==> src/rtl/ahb_decoder_dp_pkg.sv <==
// Shared AHB-Lite types, the decoder memory map and the default-slave FSM states.
// Holds the AHB_package used by ahb_decoder_dp and ahb_default_slave.
package AHB_package;

  localparam int unsigned SLV_MAX = 16;

  typedef enum logic [1:0] {
    IDLE   = 2'b00,
    BUSY   = 2'b01,
    NONSEQ = 2'b10,
    SEQ    = 2'b11
  } htrans_type;

  typedef enum logic [1:0] {
    OKAY  = 2'b00,
    ERROR = 2'b01,
    RETRY = 2'b10,
    SPLIT = 2'b11
  } hresp_type;

  typedef enum logic [1:0] {
    StIdle,
    StErr1,
    StErr2
  } dec_def_state_e;

  // Inclusive region bounds. Slave 2 sits inside slave 6 and wins there by lower index.
  // Unused entries have low > high so they never match.
  localparam logic [31:0] SLV_LOW [SLV_MAX] = '{
    32'h0000_0000, 32'h0000_1000, 32'h0001_8000, 32'h0000_3000,
    32'h0000_4000, 32'h0000_5000, 32'h0001_0000, 32'hFFFF_FFFF,
    32'hFFFF_FFFF, 32'hFFFF_FFFF, 32'hFFFF_FFFF, 32'hFFFF_FFFF,
    32'hFFFF_FFFF, 32'hFFFF_FFFF, 32'hFFFF_FFFF, 32'hFFFF_FFFF
  };

  localparam logic [31:0] SLV_HIGH [SLV_MAX] = '{
    32'h0000_0FFF, 32'h0000_1FFF, 32'h0001_8FFF, 32'h0000_3FFF,
    32'h0000_4FFF, 32'h0000_5FFF, 32'h0001_FFFF, 32'h0000_0000,
    32'h0000_0000, 32'h0000_0000, 32'h0000_0000, 32'h0000_0000,
    32'h0000_0000, 32'h0000_0000, 32'h0000_0000, 32'h0000_0000
  };

  // True for transfer types that carry data.
  function automatic logic trans_active(input htrans_type t);
    return (t == NONSEQ) || (t == SEQ);
  endfunction

endpackage

==> src/rtl/ahb_decoder_dp_default_slave.sv <==
// Default slave: answers unmapped NONSEQ/SEQ transfers with the two-cycle ERROR
// response and everything else with a zero-wait OKAY.
module ahb_default_slave
  import AHB_package::*;
(
  input  logic       hclk,
  input  logic       hreset_n,
  input  logic       hready,
  input  htrans_type htrans,
  input  logic       def_sel,
  output logic       def_hreadyout,
  output hresp_type  def_hresp
);

  dec_def_state_e state_q, state_d;
  logic           hreadyout_q, hreadyout_d;
  hresp_type      hresp_q, hresp_d;
  logic           err_start;

  assign err_start = hready && def_sel && trans_active(htrans);

  // Next state; outputs are registered from the state being entered.
  always_comb begin
    state_d = state_q;
    unique case (state_q)
      StIdle:  if (err_start) state_d = StErr1;
      StErr1:  state_d = StErr2;
      StErr2:  state_d = err_start ? StErr1 : StIdle;
      default: state_d = StIdle;
    endcase
    hreadyout_d = (state_d != StErr1);
    hresp_d     = (state_d == StIdle) ? OKAY : ERROR;
  end

  // State and registered response; reset abandons any partial ERROR.
  always_ff @(posedge hclk or negedge hreset_n) begin
    if (!hreset_n) begin
      state_q     <= StIdle;
      hreadyout_q <= 1'b1;
      hresp_q     <= OKAY;
    end else begin
      state_q     <= state_d;
      hreadyout_q <= hreadyout_d;
      hresp_q     <= hresp_d;
    end
  end

  assign def_hreadyout = hreadyout_q;
  assign def_hresp     = hresp_q;

endmodule

==> src/rtl/ahb_decoder_dp.sv <==
// AHB-Lite slave-side decoder with data-phase select register, default slave and
// response mux. Optional address remap enabled by defining AHB_DEC_REMAP_EN.
module ahb_decoder_dp
  import AHB_package::*;
#(
  parameter int unsigned AHB_ADDR_WIDTH = 32,
  parameter int unsigned AHB_DATA_WIDTH = 32,
  parameter int unsigned SLV_NUM        = 7
`ifdef AHB_DEC_REMAP_EN
  ,
  parameter int unsigned REMAP_SLV      = 1
`endif
) (
  input  logic                                    hclk,
  input  logic                                    hreset_n,
`ifdef AHB_DEC_REMAP_EN
  input  logic                                    hremap,
`endif
  input  logic      [AHB_ADDR_WIDTH-1:0]          haddr,
  input  htrans_type                              htrans,
  output logic      [SLV_NUM-1:0]                 hsel,
  input  logic      [SLV_NUM-1:0]                 hreadyout_s,
  input  hresp_type [SLV_NUM-1:0]                 hresp_s,
  input  logic      [SLV_NUM-1:0][AHB_DATA_WIDTH-1:0] hrdata_s,
  output logic                                    hready,
  output hresp_type                               hresp,
  output logic      [AHB_DATA_WIDTH-1:0]          hrdata
);

  logic [SLV_NUM-1:0] match;
  logic               def_sel;
  logic [SLV_NUM:0]   dp_sel_q, dp_sel_d;
  logic               def_hreadyout;
  hresp_type          def_hresp;

`ifdef AHB_DEC_REMAP_EN
  logic remap_q, remap_d;

  // Remap state only changes when an address phase is accepted.
  always_comb remap_d = hready ? hremap : remap_q;

  // Remap register.
  always_ff @(posedge hclk or negedge hreset_n) begin
    if (!hreset_n) remap_q <= 1'b0;
    else           remap_q <= remap_d;
  end
`endif

  for (genvar g = 0; g < SLV_NUM; g++) begin : g_match
    logic [AHB_ADDR_WIDTH-1:0] lo, hi;

    // Effective bounds of slave g, with slave 0 and REMAP_SLV swapped while remapped.
    always_comb begin
      lo = SLV_LOW[g][AHB_ADDR_WIDTH-1:0];
      hi = SLV_HIGH[g][AHB_ADDR_WIDTH-1:0];
`ifdef AHB_DEC_REMAP_EN
      if (remap_q) begin
        if (g == 0) begin
          lo = SLV_LOW[REMAP_SLV][AHB_ADDR_WIDTH-1:0];
          hi = SLV_HIGH[REMAP_SLV][AHB_ADDR_WIDTH-1:0];
        end else if (g == REMAP_SLV) begin
          lo = SLV_LOW[0][AHB_ADDR_WIDTH-1:0];
          hi = SLV_HIGH[0][AHB_ADDR_WIDTH-1:0];
        end
      end
`endif
    end

    assign match[g] = (lo <= haddr) && (haddr <= hi);
  end

  // Priority select: walking downward leaves the lowest matching index as the winner.
  always_comb begin
    hsel = '0;
    for (int i = int'(SLV_NUM) - 1; i >= 0; i--) begin
      if (match[i]) begin
        hsel    = '0;
        hsel[i] = 1'b1;
      end
    end
  end

  assign def_sel = ~|hsel;

  // Data-phase select follows the address phase only when it is accepted.
  always_comb dp_sel_d = hready ? {def_sel, hsel} : dp_sel_q;

  // Data-phase select register; reset points at the default slave.
  always_ff @(posedge hclk or negedge hreset_n) begin
    if (!hreset_n) dp_sel_q <= {1'b1, {SLV_NUM{1'b0}}};
    else           dp_sel_q <= dp_sel_d;
  end

  ahb_default_slave u_default_slave (
    .hclk          (hclk),
    .hreset_n      (hreset_n),
    .hready        (hready),
    .htrans        (htrans),
    .def_sel       (def_sel),
    .def_hreadyout (def_hreadyout),
    .def_hresp     (def_hresp)
  );

  // Response mux; the default slave returns zero read data.
  always_comb begin
    hready = def_hreadyout;
    hresp  = def_hresp;
    hrdata = '0;
    for (int i = 0; i < int'(SLV_NUM); i++) begin
      if (dp_sel_q[i]) begin
        hready = hreadyout_s[i];
        hresp  = hresp_s[i];
        hrdata = hrdata_s[i];
      end
    end
  end

endmodule
==> config.mk <==
export PLATFORM = sky130hd
export DESIGN_NAME = ahb_decoder_dp
export DESIGN_NICKNAME = d
export VERILOG_FILES = /design/src/rtl/ahb_decoder_dp_pkg.sv /design/src/rtl/ahb_decoder_dp_default_slave.sv /design/src/rtl/ahb_decoder_dp.sv
export SDC_FILE = /design/constraint.sdc
export NUM_CORES = 1
export LEC_CHECK = 0
export CORE_AREA = 3 3 123 125
export CTS_BUF_LIST = sky130_fd_sc_hd__clkbuf_16
export DETAILED_ROUTE_END_ITERATION = 12
export DIE_AREA = 0 0 126 128
export SLEW_MARGIN = 20
export SYNTH_ARGS = -nofsm -noshare
export SYNTH_HDL_FRONTEND = slang
export SYNTH_HIERARCHICAL = 1
export SYNTH_SLANG_ARGS = --single-unit
==> constraint.sdc <==
create_clock -name hclk -period 2.6 [get_ports hclk]
set_input_delay 0.26 -clock hclk [delete_from_list [all_inputs] [get_ports hclk]]
set_output_delay 0.26 -clock hclk [all_outputs]
set_load 0.1 [all_outputs]
* After elaboration in Yosys (flattened, before gate mapping)
Index checks and enable logic that the tools add are counted.
** Storage, ports and cells
- Register bits after elaboration :: 12
- Logic and storage cells :: 69
** Cells by class
- Order comparisons :: 14
- Equal/unequal tests :: 5
- Muxes and demuxes :: 32
- Reductions and logical operators :: 14
** Operators with widths (number)
- 32-bit two-way mux :: 7
- 15-bit by 32-bit less-or-equal comparator with 1-bit output (first input constant) :: 2
- 17-bit by 32-bit less-or-equal comparator with 1-bit output (first input constant) :: 2
- 32-bit by 15-bit less-or-equal comparator with 1-bit output (second input constant) :: 2
- 32-bit by 17-bit less-or-equal comparator with 1-bit output (second input constant) :: 2
- 7-bit two-way mux :: 7
- 1-bit by 32-bit less-or-equal comparator with 1-bit output (first input constant) :: 1
- 13-bit by 32-bit less-or-equal comparator with 1-bit output (first input constant) :: 1
- 14-bit by 32-bit less-or-equal comparator with 1-bit output (first input constant) :: 1
- 32-bit by 12-bit less-or-equal comparator with 1-bit output (second input constant) :: 1
- 32-bit by 13-bit less-or-equal comparator with 1-bit output (second input constant) :: 1
- 32-bit by 14-bit less-or-equal comparator with 1-bit output (second input constant) :: 1
- 2-bit two-way mux :: 8
- 1-bit logical AND :: 9
- 1-bit two-way mux :: 9
- 7-bit OR reduction :: 1
- 2-bit == test (second input constant) :: 3
- 2-bit case mux with 3 select lines :: 1
- 2-bit logical NOT :: 2
- 2-bit by 1-bit == test with 1-bit output (second input constant) :: 1
- 2-bit by 1-bit inequality test with 1-bit output (second input constant) :: 1
- 1-bit logical NOT :: 1
- 1-bit logical OR :: 1

* Longest topological paths before layout
- Depth in word-level cells :: 17
- Gate-level depth with buffers :: 7

* Hierarchy
Netlist, hierarchy kept.
** Modules (own cells, without submodules)
- ahb_decoder_dp :: instances 1, cells an instance 406, area each 2517.4 sq um
- ahb_default_slave :: instances 1, cells an instance 11, area each 156.4 sq um

* Worst setup path before layout
Ideal clock, no wire load.
- Path type :: input -> register
- From :: in haddr[29]
- To :: reg dp_sel_q[0]
- Library setup time :: 0.079 ns
- Data arrival time :: 3.345 ns
- Data required time :: 2.521 ns
- Setup slack :: -0.825 ns
- Stages :: 5
- Buffers on the path :: 0
- Cells stage by stage :: nor4_1 and4_1 nand2_1 nor3_1 mux2_2
** On the way
- Cells in the longest elaborated chain, start to end :: 8
- Elaborated cells between the ends (all ways) :: 24
** RTL lines
- start: declaration :: RTL line ahb_decoder_dp.sv:19 : input logic [AHB_ADDR_WIDTH-1:0] haddr,
- 15-bit by 32-bit less-or-equal comparator with 1-bit output / 32-bit by 15-bit less-or-equal comparator with 1-bit output (equally long branches) :: RTL line ahb_decoder_dp.sv:69 : assign match[g] = (lo <= haddr) && (haddr <= hi);
- 1-bit logical AND :: RTL line ahb_decoder_dp.sv:69
- 7-bit two-way mux (5 in series) :: RTL line ahb_decoder_dp.sv:76 : if (match[i]) begin
- 7-bit two-way mux (*) :: RTL line ahb_decoder_dp.sv:76
- named net hsel[0] :: RTL line ahb_decoder_dp.sv:21 : output logic [SLV_NUM-1:0] hsel,
- end signal: assignment :: RTL line ahb_decoder_dp.sv:90 : if (!hreset_n) dp_sel_q <= {1'b1, {SLV_NUM{1'b0}}};
- end signal: assignment :: RTL line ahb_decoder_dp.sv:91 : else dp_sel_q <= dp_sel_d;
- end: declaration :: RTL line ahb_decoder_dp.sv:32 : logic [SLV_NUM:0] dp_sel_q, dp_sel_d;
The timed path passes the listed nets; every way through them passes the cells marked *.
A chain may end at the register's enable or synchronous reset.

* Worst setup path in the final report
- From :: reg dp_sel_q[0]
- To :: out hready
** On the way
- Cells in the longest elaborated chain, start to end :: 7
** RTL lines
- 1-bit two-way mux (7 in series) :: RTL line ahb_decoder_dp.sv:110 : if (dp_sel_q[i]) begin
- end: declaration :: RTL line ahb_decoder_dp.sv:25 : output logic hready,
Every way passes these cells.

==> impl_metrics.yaml <==
worst_setup_path:
  crit_slowest_cell: "or4_4"
  cp_max_fo: 8
  cp_data_required_time_ns: 2.34
  ff2ff_path_depth: 5
  arrival_ns: 2.19
  path_class: "reg -> out"
  crit_chain: "mux2_2, nor4_1, or4_4, a31oi_4, buf_12"
  endpoint_kind: "output port"
  cpPeakStageDelay_ns: 0.55
  worst_setup_path_start_kind: "register"
finish:
  fin_cells: 881
  final_common_cell: "clkdlybuf4s50_1"
  drive_gt1_share_pct: 16.5
  syn_to_final_growth_pct: 147
  multi_input_area_mm2: 0.00209
  final_cell_mix: "clkdlybuf4s50_1, inv_1, a21oi_1"
  final_net_count: 983
  register_area_um2: 285
  utilization_pct: 47.2
  n_fill_cell: 1346
  antennaDiodeCount: 0
detailed_routing:
  viasPerCell: 5.01
  vias: 4416
  drt_iter0_markers: 180
  drcViolationCount: 0
  totalWireLength_um: 16100
  routedWlPerCell_um: 18.3
  dr.pass1.iters: 4
  antenna_left: 0
grt:
  grt_pass1_vias: 4722
  track_usage_pct: 18.9
  overflow: 0
  grt_pass1_wl_um: 25000
  antenna_found_initial: 0
  grt_max_degree: 38
timing:
  finalHoldViolCount: 0
  setup_viol: 0
  period_needed_ns: 2.45
  slew_viol_final: 0
  whs_ns: 0.352
  setup_tns_ns: 0
  skew_ns: 0.00101
  worst_slack_ns: 0.147
  fin_crit_sh_pct: 94.3
  rsz0062_at_grt: "no"
  fmax_mhz: 408
floorplanning:
  rows: 43
  boundaryPins: 323
  core-area_mm2: 0.0140
  start_util_pct: 19.1
  dieWidth_um: 126
  dieArea_mm2: 0.0161
  die_y_um: 128
synth:
  synth_compound_area_share_pct: 53.2
  yosys.area_share.simple_pct: 15.3
  synth_fp_nets: 698
  ys_ff_latch: 11
  synthCells: 417
  syn-mean-instance-area_um2: 6.41
  synth_fa_ha_area_share_pct: 0
  syn_area_mm2: 0.00267
  synth_top_family_by_area: "compound AO/OA/AOI/OAI gates"
  synthXorXnorAreaFrac_pct: 0
  seq_area_frac_synth_pct: 10.3
  yosys_warnings: 6
  yosysUniqueCellTypes: 35
  synth_mux_area_share_pct: 4.45
clock_tree:
  ctsResizeCount: 0
  clockBufferDepth: 2
  ctsRootBufferMaster: "clkbuf_16"
  postCtsHoldBufs: 0
  numCtsBuffers: 3
  tritoncts: "yes"
  clk_pin_slew_ns: 0.04
  htreeDepth: 1
  clk_latency_ns: 0.24
  post-cts-setup-buffers: 0
  cts.sinks: 11
pwr:
  cellLeakagePower_uw: 0.00249
  p_per_area_mw_per_mm2: 151
  ir_drop_uv: 227
worst_hold_path:
  hp-class: "in -> async"
placement:
  dp_hpwl_um: 12900
  gp_congestion: 0.890
  placed_cells: 877
  io_buffers: 309
  post-place-ws_ns: 0.203
status:
  status: "finished clean"
job:
  drv_cap: 0
layout make-up:
type | instances | area share (%)
clock buffers | 3 | 1.14
inverters | 70 | 3.98
clock inverters | 1 | 0.0569
multi-input cells | 291 | 31.7
flip-flops and latches | 11 | 4.32
well taps | 180 | 3.41
repair buffers | 325 | 55.4
kinds of logic after synthesis:
family                 Yosys count
buffers and inverters          115
multiplexers                    11
AO/OA/AOI/OAI                  211
AND/OR/NAND/NOR                 68
flip-flops                      11
other                            1
state kept, by name (all words and copies together), names as in the netlist:
name / flops
u_default_slave/state_q: 2
u_default_slave/def_hresp: 1
u_default_slave/def_hreadyout: 1
dp_sel_q: 7
power breakdown:
| group | internal [uW] | switching, uW |
|---|---|---|
| Clock | 201 | 72.6 |
| Combinational | 395 | 146 |
| Sequential | 180 | 3.85 |
worst paths after layout:
| path | end | startpoint | slack, ns |
|---|---|---|---|
| setup / recovery | hready | dp_sel_q[0]$_DFFE_PN0P_ | 0.15 |
| hold / removal | dp_sel_q[4]$_DFFE_PN0P_ | hreset_n | 0.35 |
| min in group hclk | u_default_slave/state_q[1]$_DFF_PN0_ | u_default_slave/state_q[1]$_DFF_PN0_ | 0.45 |
| setup reg to reg | dp_sel_q[1]$_DFFE_PN0P_ | dp_sel_q[0]$_DFFE_PN0P_ | 0.38 |
| hold reg to reg | u_default_slave/state_q[1]$_DFF_PN0_ | u_default_slave/state_q[1]$_DFF_PN0_ | 0.45 |
| max in group asynchronous | dp_sel_q[1]$_DFFE_PN0P_ | hreset_n | 1.90 |
Yosys cell counts:
cell | number | share of area (%)
a211o_1 | 2 | 0.66
a21oi_1 | 101 | 19
a221o_1 | 2 | 0.75
a221oi_1 | 60 | 20
a22oi_1 | 3 | 0.84
a2bb2oi_1 | 3 | 0.98
a31oi_4 | 1 | 0.80
and3_1 | 1 | 0.23
and4_1 | 1 | 0.33
buf_1 | 1 | 0.14
buf_4 | 1 | 0.28
buf_6 | 1 | 0.42
clkbuf_1 | 42 | 5.9
conb_1 | 1 | 0.14
dfrtp_1 | 10 | 9.4
dfstp_2 | 1 | 0.98
inv_1 | 70 | 9.8
mux2_2 | 7 | 2.9
mux2i_1 | 4 | 1.5
nand2_1 | 7 | 0.98
nand2b_1 | 3 | 0.70
nand3_1 | 3 | 0.56
nand4b_4 | 1 | 0.89
nor2_1 | 7 | 0.98
nor2b_1 | 32 | 7.5
nor3_1 | 6 | 1.1
nor4_1 | 4 | 0.94
o21ai_0 | 5 | 0.94
o21ai_2 | 1 | 0.33
o221ai_1 | 2 | 0.66
o22ai_1 | 1 | 0.23
o31ai_1 | 30 | 8.4
or3b_2 | 1 | 0.33
or4_4 | 1 | 0.42
or4b_2 | 1 | 0.37
routing by layer:
| metal | GRT usage (%) | vias up | wire length [um] |
|---|---|---|---|
| li1 | - | 2124 | - |
| met3 | 4.63 | 33 | 1410 |
| met5 | 0 | - | 0 |
| met1 | 22.6 | 2020 | 6370 |
| met4 | 5.30 | 0 | 402 |
| met2 | 33.8 | 239 | 7940 |
per-stage QoR:
step | instance area [um^2] | power (uW)
2_1_floorplan | 2800 | 282
3_3_place_gp | 6520 | 721
3_5_place_dp | 6520 | 726
4_1_cts | 6600 | 1010
5_1_grt | 6600 | 1060
6_report | 6600 | 999
critical path: cells and delay by family (launching register included):
family                 cells  cell delay, ns
buffers and inverters      1            0.23
DFF                        1            0.48
and+or+nand+nor            2            0.59
AOI/OAI and AO/OA          1            0.40
muxes                      1            0.25
No activity file was read; power rests on OpenSTA's default activity.
